**config.mk**
```make
export PLATFORM = sky130hd
export DESIGN_NAME = mem_port_arbiter
export DESIGN_NICKNAME = d
export VERILOG_FILES = /design/src/rtl/mem_port_arbiter.sv
export SDC_FILE = /design/constraint.sdc
export NUM_CORES = 1
export LEC_CHECK = 0
export BUFFER_PORTS_ARGS = -buffer_cell sky130_fd_sc_hd__buf_2
export CORE_ASPECT_RATIO = 1.2
export CORE_MARGIN = 3
export CORE_UTILIZATION = 47
export CTS_CLUSTER_DIAMETER = 200
export DETAILED_ROUTE_END_ITERATION = 7
export GPL_ROUTABILITY_DRIVEN = 0
export GPL_TIMING_DRIVEN = 0
export PLACE_DENSITY = 0.81
export SETUP_SLACK_MARGIN = 0.15
export SYNTH_ARGS = -nofsm -noshare
export SYNTH_HDL_FRONTEND = slang
export SYNTH_SLANG_ARGS = --single-unit
```
**constraint.sdc**
```tcl
create_clock -name clk -period 2.07 [get_ports clk]
set_input_delay 0.207 -clock clk [delete_from_list [all_inputs] [get_ports clk]]
set_output_delay 0.207 -clock clk [all_outputs]
set_load 0.01 [all_outputs]
```
**src/rtl/mem_port_arbiter.sv**
```systemverilog
// Shares one single-ported memory between instruction fetch and data access; data has priority,
// bounded by a streak limit. Define ARB_PERF_CNT_EN to add the perf_if_wait stall counter.
module mem_port_arbiter #(
  parameter int unsigned AW              = 32,
  parameter int unsigned DW              = 32,
  parameter int unsigned MAX_DATA_STREAK = 4
) (
  input  logic          clk,
  input  logic          rst_n,
  input  logic          if_req,
  input  logic [AW-1:0] if_addr,
  output logic          if_gnt,
  output logic          if_rvalid,
  output logic [DW-1:0] if_rdata,
  input  logic          dm_req,
  input  logic          dm_we,
  input  logic [AW-1:0] dm_addr,
  input  logic [DW-1:0] dm_wdata,
  output logic          dm_gnt,
  output logic          dm_rvalid,
  output logic [DW-1:0] dm_rdata,
  output logic          mem_req,
  output logic          mem_we,
  output logic [AW-1:0] mem_addr,
  output logic [DW-1:0] mem_wdata,
  input  logic          mem_gnt,
  input  logic          mem_rvalid,
  input  logic [DW-1:0] mem_rdata
`ifdef ARB_PERF_CNT_EN
  ,
  output logic [31:0]   perf_if_wait
`endif
);

  typedef enum logic [1:0] {IDLE, REQ, RSP} state_t;

  localparam logic [3:0] STREAK_MAX = 4'(MAX_DATA_STREAK);

  state_t        state_q, state_d;
  logic [3:0]    streak_q, streak_d;
  logic          owner_dm_q, owner_dm_d;
  logic          we_q, we_d;
  logic [AW-1:0] addr_q, addr_d;
  logic [DW-1:0] wdata_q, wdata_d;
  logic          if_rvalid_d, dm_rvalid_d;
  logic [DW-1:0] if_rdata_d, dm_rdata_d;
  logic          dm_wins;

  always_ff @(posedge clk or negedge rst_n) begin
    if (!rst_n) begin
      state_q    <= IDLE;
      streak_q   <= '0;
      owner_dm_q <= 1'b0;
      we_q       <= 1'b0;
      addr_q     <= '0;
      wdata_q    <= '0;
      if_rvalid  <= 1'b0;
      dm_rvalid  <= 1'b0;
      if_rdata   <= '0;
      dm_rdata   <= '0;
    end else begin
      state_q    <= state_d;
      streak_q   <= streak_d;
      owner_dm_q <= owner_dm_d;
      we_q       <= we_d;
      addr_q     <= addr_d;
      wdata_q    <= wdata_d;
      if_rvalid  <= if_rvalid_d;
      dm_rvalid  <= dm_rvalid_d;
      if_rdata   <= if_rdata_d;
      dm_rdata   <= dm_rdata_d;
    end
  end

  // Data yields only when fetch is waiting and the data streak has hit its limit.
  assign dm_wins = dm_req && !(if_req && (streak_q == STREAK_MAX));

  always_comb begin
    state_d     = state_q;
    streak_d    = streak_q;
    owner_dm_d  = owner_dm_q;
    we_d        = we_q;
    addr_d      = addr_q;
    wdata_d     = wdata_q;
    if_rvalid_d = 1'b0;
    dm_rvalid_d = 1'b0;
    if_rdata_d  = if_rdata;
    dm_rdata_d  = dm_rdata;
    if_gnt      = 1'b0;
    dm_gnt      = 1'b0;
    case (state_q)
      IDLE: begin
        if (!if_req) streak_d = '0;
        if (rst_n && dm_wins) begin
          dm_gnt     = 1'b1;
          owner_dm_d = 1'b1;
          we_d       = dm_we;
          addr_d     = dm_addr;
          wdata_d    = dm_wdata;
          if (if_req && (streak_q != STREAK_MAX)) streak_d = streak_q + 4'd1;
          state_d    = REQ;
        end else if (rst_n && if_req) begin
          if_gnt     = 1'b1;
          owner_dm_d = 1'b0;
          we_d       = 1'b0;
          addr_d     = if_addr;
          wdata_d    = '0;
          streak_d   = '0;
          state_d    = REQ;
        end
      end
      REQ: begin
        if (mem_gnt) begin
          if (we_q) begin
            dm_rvalid_d = 1'b1;
            dm_rdata_d  = '0;
            state_d     = IDLE;
          end else begin
            state_d = RSP;
          end
        end
      end
      RSP: begin
        if (mem_rvalid) begin
          if (owner_dm_q) begin
            dm_rvalid_d = 1'b1;
            dm_rdata_d  = mem_rdata;
          end else begin
            if_rvalid_d = 1'b1;
            if_rdata_d  = mem_rdata;
          end
          state_d = IDLE;
        end
      end
      default: state_d = IDLE;
    endcase
  end

  assign mem_req   = (state_q == REQ);
  assign mem_we    = (state_q == REQ) && we_q;
  assign mem_addr  = addr_q;
  assign mem_wdata = wdata_q;

`ifdef ARB_PERF_CNT_EN
  always_ff @(posedge clk or negedge rst_n) begin
    if (!rst_n) begin
      perf_if_wait <= '0;
    end else if (if_req && !if_gnt) begin
      perf_if_wait <= perf_if_wait + 32'd1;
    end
  end
`endif

endmodule
```
# After elaboration in Yosys (flattened, before gate mapping)
# Cells that the tools add are included.
[totals]
wordCells = 70
register_bits = 138
output_inout_bits = 134
[op_classes]
n_reduce_logical = 14
bitwise_logic = 1
n_addsub = 1
eq_ne = 9
n_mux = 35
[ops]
columns = ["op", "count"]
rows = [
  ["$mux 32", 8],
  ["$pmux 32 s2", 1],
  ["$mux 4", 4],
  ["$mux 1", 15],
  ["$mux 2", 5],
  ["$logic_and 1x1->1", 6],
  ["$pmux 2 s3", 1],
  ["$reduce_and 3->1", 2],
  ["$reduce_and 5->1", 1],
  ["$add 4x1->4 const B", 1],
  ["$eq 4x3->1 const B", 1],
  ["$ne 2x1->1 const B", 2],
  ["$ne 2x2->1 const B", 2],
  ["$ne 4x3->1 const B", 1],
  ["$reduce_bool 2->1", 2],
  ["$ne 3x3->1 const B", 1],
  ["$eq 2x1->1 const B", 1],
  ["$eq 2x2->1 const B", 1],
  ["$logic_not 2->1", 1],
  ["$pmux 1 s2", 1],
  ["$reduce_and 2->1", 1],
  ["$logic_not 1->1", 1],
  ["$not 1->1", 1],
]

# Depth between registers and ports, before layout
[depth]
ltp_word = 7
mapped_depth = 9

# Worst setup path before layout
# OpenSTA, ideal clock, no wires.
[synth_timing]
path_type = "register to register"
from = "register streak_q[0]"
to = "register wdata_q[23], in the netlist mem_wdata[23]"
stages_incl_launch_ff = 10
path_slack_ps = 304
path_buffers = 3
t_required_ps = 1949
t_arrival_ps = 1645
path_cell_list = "dfrtp_1 inv_1 ha_1 nand4b_1 and3_1 buf_6 and2_4 buf_6 buf_6 a22o_1"
[synth_between]
elab_chain_len = 7
[synth_lines]
columns = ["element", "line_no", "rtl"]
rows = [
  ["from (decl)", "40", "logic [3:0] streak_q, streak_d;"],
  ["from (signal assigned)", "63", "streak_q <= streak_d;"],
  ["$eq 4x3->1 (*)", "76", "assign dm_wins = dm_req && !(if_req && (streak_q == STREAK_MAX));"],
  ["$logic_and 1x1->1 (*)", "76", ""],
  ["$logic_not 1->1 (*)", "76", ""],
  ["$logic_and 1x1->1 (*)", "76", ""],
  ["$logic_and 1x1->1 (*)", "94", "if (rst_n && dm_wins) begin"],
  ["$reduce_bool 2->1 (no source line)", "--", ""],
  ["$reduce_and 2->1 (no source line)", "--", ""],
  ["to (signal assigned)", "67", "wdata_q <= wdata_d;"],
  ["to (decl)", "44", "logic [DW-1:0] wdata_q, wdata_d;"],
]
# Mark *: on every way between the ends. The rest lies on a longest branch, timed or not.
# A chain may end at the register's enable or synchronous reset.

# Worst setup path in the final report
[layout_timing]
from = "register streak_q[0]"
to = "output port dm_gnt"
[layout_between]
elab_chain_len = 7
[layout_lines]
columns = ["element", "line_no", "rtl"]
rows = [
  ["$eq 4x3->1", "76", ""],
  ["$logic_and 1x1->1", "76", ""],
  ["$logic_not 1->1", "76", ""],
  ["$logic_and 1x1->1", "76", ""],
  ["$logic_and 1x1->1", "94", ""],
  ["$mux 1", "94", ""],
  ["$mux 1", "91", "case (state_q)"],
  ["to (decl)", "19", "output logic dm_gnt,"],
]
# No other way between the ends.

==> impl_metrics.csv <==
group,metric,value,unit
status,status,"finished, violations left",
status,violations,"negative hold slack, negative setup slack",
cts,cts_tree,"built",
placement,portBuffers,268,
worst_setup_path,r2r_start,"streak_q[0]",
synthesis,synth_area,0.00575,sq mm
global_routing,grt_pass1_wl,26500,um
worst_setup_path,cp-end-kind,"primary output",
worst_setup_path,r2r-end,"mem_wdata[14]",
pwr,cellInternalPower,0.00769,W
synthesis,synth-warning-count,0,
synthesis,synth-seq-area-share,0.601,
worst_setup_path,crit_fanout,3,
pwr,p_switching,0.00462,W
sta,fin_hold_ws,-239,ps
synthesis,synth_top_cell_area_share,0.601,
sta,grt_setup_unrepaired,"true",
synthesis,ys_seq_elements,138,
cells_and_area,layout-drive-gt1-share,0.402,
synthesis,synth_nets,718,
sta,post-route-period-util,1.04,
sta,finalCriticalPeriod,2150,ps
drt,drtAntennaViolNets,0,
sta,setup_slack,-84.1,ps
synthesis,synthCells,577,
global_routing,antenna_found_initial,0,
flow_run,cap_violations,0,
synthesis,synth_simple_gate_area_frac,0.142,
global_routing,overflow,0,
cells_and_area,regArea,0.00345,sq mm
sta,hold_viol,54,
placement,placedCellCount,1003,
synthesis,synth_mux_area_frac,0.0612,
synthesis,synth-adder-area-share,0.0131,
drt,dr_total_vias,5332,
drt,drt_iter0_drc,278,
die,dieArea,0.0136,sq mm
worst_setup_path,worst_ep_arrival_time,1950,ps
cts,clkTransAtPathRegs,60,ps
sta,slew_violations,0,
sta,final-setup-viol-count,6,
pwr,power_frac_seq,0.367,
pwr,ir_drop,608,uV
die,start_util,0.490,
pwr,clkPwrFrac,0.230,
cells_and_area,fin_cells,1061,
synthesis,synth-compound-area-share,0.125,
cells_and_area,multi_input_area,0.00206,sq mm
pwr,pwr-share-comb,0.403,
global_routing,first_global_vias,5466,
cts,root_buffer,"clkbuf_16",
pwr,leakage,4.61,nW
worst_hold_path,hp-class,"in2async",
synthesis,syn_avg_cell_area,9.96,sq um
die,core-area,0.0117,sq mm
worst_setup_path,rr_worst_depth,11,
cts,cts_buffers,17,
synthesis,synth_top_family_by_area,"simple AND/OR/NAND/NOR gates",
die,io_pins,269,
cells_and_area,fillerInstances,867,
die,rows,43,
drt,drt-vias-per-instance,5.03,
cells_and_area,fin_util,0.712,
synthesis,ys_top_cells_by_area,"dfrtp_1 (60%), nand2_1 (11%), mux2i_1 (5.9%)",
sta,skew,6.20,ps
synthesis,yosys.cell_types.count,31,
drt,dr.pass1.iters,4,
cts,cts_num_sinks,138,
global_routing,grt_max_degree,85,
cells_and_area,n_antenna_cell,0,
worst_setup_path,cp.required,1860,ps
sta,slew-limit-headroom,0.624,
drt,wire_per_inst,16.0,um
cells_and_area,final_cell_mix,"buf_2 (267), nand2_1 (165), dfrtp_1 (137)",
worst_setup_path,start_kind,"flip-flop",
placement,hpwl,12400,um
sta,worst_slew_pin_slew,564,ps
worst_setup_path,timing.setup.critical_path_class,"reg2out",
synthesis,yosysTopAreaCell,"dfrtp_1",
pwr,sw_frac_of_total,0.375,
cts,postCtsHoldBufs,13,
sta,fmax,464,MHz
pwr,total_power,0.0123,W
synthesis,synth-xor-area-share,0,
die,fp.dieW,107,um
worst_setup_path,rrSetupSlack,-30,ps
drt,drc_errors,0,
pwr,p_per_area,1470,mW/mm^2
cts,clock_latency,410,ps
cells_and_area,syn_to_final_growth,45.3,%
drt,finalWirelength,16900,um
cts,htree_levels,4,
cells_and_area,final_common_cell,"buf_2",
die,die_h,127,um
global_routing,grt_usage,0.249,
cells_and_area,nets,1032,
cts,cts_buffer_depth,2,
-- cell usage after synthesis --
cell and number:
and3_1 1, mux2_2 1, mux2i_1 34, a21o_1 1, buf_2 5, nand4b_1 1, o211a_1 1, o211ai_1 1
a21boi_0 2, a31oi_1 1, inv_1 40, and2_1 1, a32o_1 1, a21oi_1 64, nand4_1 1, dfrtp_1 138
nand2_1 165, nor2_1 33, buf_1 2, nand2b_1 1, o2111ai_1 1, o21ai_0 4, nand3b_1 1, clkbuf_1 23
buf_6 5, ha_1 6, nand3_1 5, inv_2 1, and2_4 1, a22o_1 35, a2bb2oi_1 1
-- area by class of cell --
| class | count | area share |
|---|---|---|
| Buffer | 35 | 0.0294 |
| Clock inverter | 15 | 0.0157 |
| Sequential cell | 138 | 0.414 |
| Inverter | 41 | 0.0184 |
| Clock buffer | 17 | 0.0510 |
| Timing Repair Buffer | 295 | 0.201 |
| Multi-Input combinational cell | 363 | 0.247 |
| Tap cell | 157 | 0.0235 |
-- power groups by stage --
stage,Sequential [W],Clock (W),Combinational [W]
3_5_place_dp,0.00453,0,0.00456
3_3_place_gp,0.00450,0,0.00445
2_1_floorplan,0.00503,0,0.00207
4_1_cts,0.00450,0.00288,0.00481
6_report,0.00452,0.00283,0.00497
5_1_grt,0.00465,0.00301,0.00547
-- flip-flops by register name, indices dropped and copies added, names as in the netlist --
name,count
dm_rdata,32
if_rdata,32
mem_wdata,32
we_q,1
state_q,2
dm_rvalid,1
mem_addr,32
if_rvalid,1
owner_dm_q,1
streak_q,4
-- worst max path at each step --
stage                start            end  slack (ps)  depth (start not counted)
2_1_floorplan  streak_q[0]  mem_wdata[23]         300                          9
3_3_place_gp         rst_n     state_q[0]       -2150                          4
3_5_place_dp    state_q[0]  mem_wdata[13]        -250                          7
4_1_cts        streak_q[0]         if_gnt         -60                          8
5_1_grt        streak_q[0]         dm_gnt        -140                          9
6_report       streak_q[0]         dm_gnt         -80                          9
-- stage by stage --
step	instance area, sq um	TNS, ps	setup WS (ps)
global placement	7290	-320150	-2150
floorplan	5750	0	304
global route	8350	-926	-139
detailed placement	7320	-6570	-247
CTS	8140	-126	-63.0
finish	8350	-145	-84.1
-- routing by layer --
| metal | part of all wire | vias to the layer above | global-route usage |
|---|---|---|---|
| met5 | 0 | - | 0 |
| met4 | 0.028 | 0 | 0.101 |
| met3 | 0.085 | 32 | 0.0738 |
| met2 | 0.52 | 243 | 0.441 |
| met1 | 0.37 | 2535 | 0.280 |
| li1 | - | 2522 | - |
-- cell families (layout without fill, tap and decap cells) --
kind of cell               count (synthesis)  count (layout)
and+or+nand+nor                          210             210
buffers and inverters                     76             403
adders and majority gates                  6               6
DFF                                      138             138
muxes                                     35              35
AOI/OAI and AO/OA                        112             112
-- critical path, stage by stage (launching register included) --
cell and delay (ps):
dfrtp_2 420, inv_2 70, ha_4 120, nand4b_1 130, and3_1 200, buf_6 120, and2_4 150, buf_8 110
buf_6 110, buf_6 110
-- repair_timing --
| item | 4_1_cts | 5_1_grt |
|---|---|---|
| cloned | 0 | 3 |
| setup buffers | 7 | 3 |
| pin swaps | 3 | 18 |
| endpoints found under the hold margin | 67 | 54 |
| endpoints found under the setup margin | 95 | 85 |
| gates resized for setup | 26 | 53 |
Note: power is estimated with default switching activity, not from simulation.
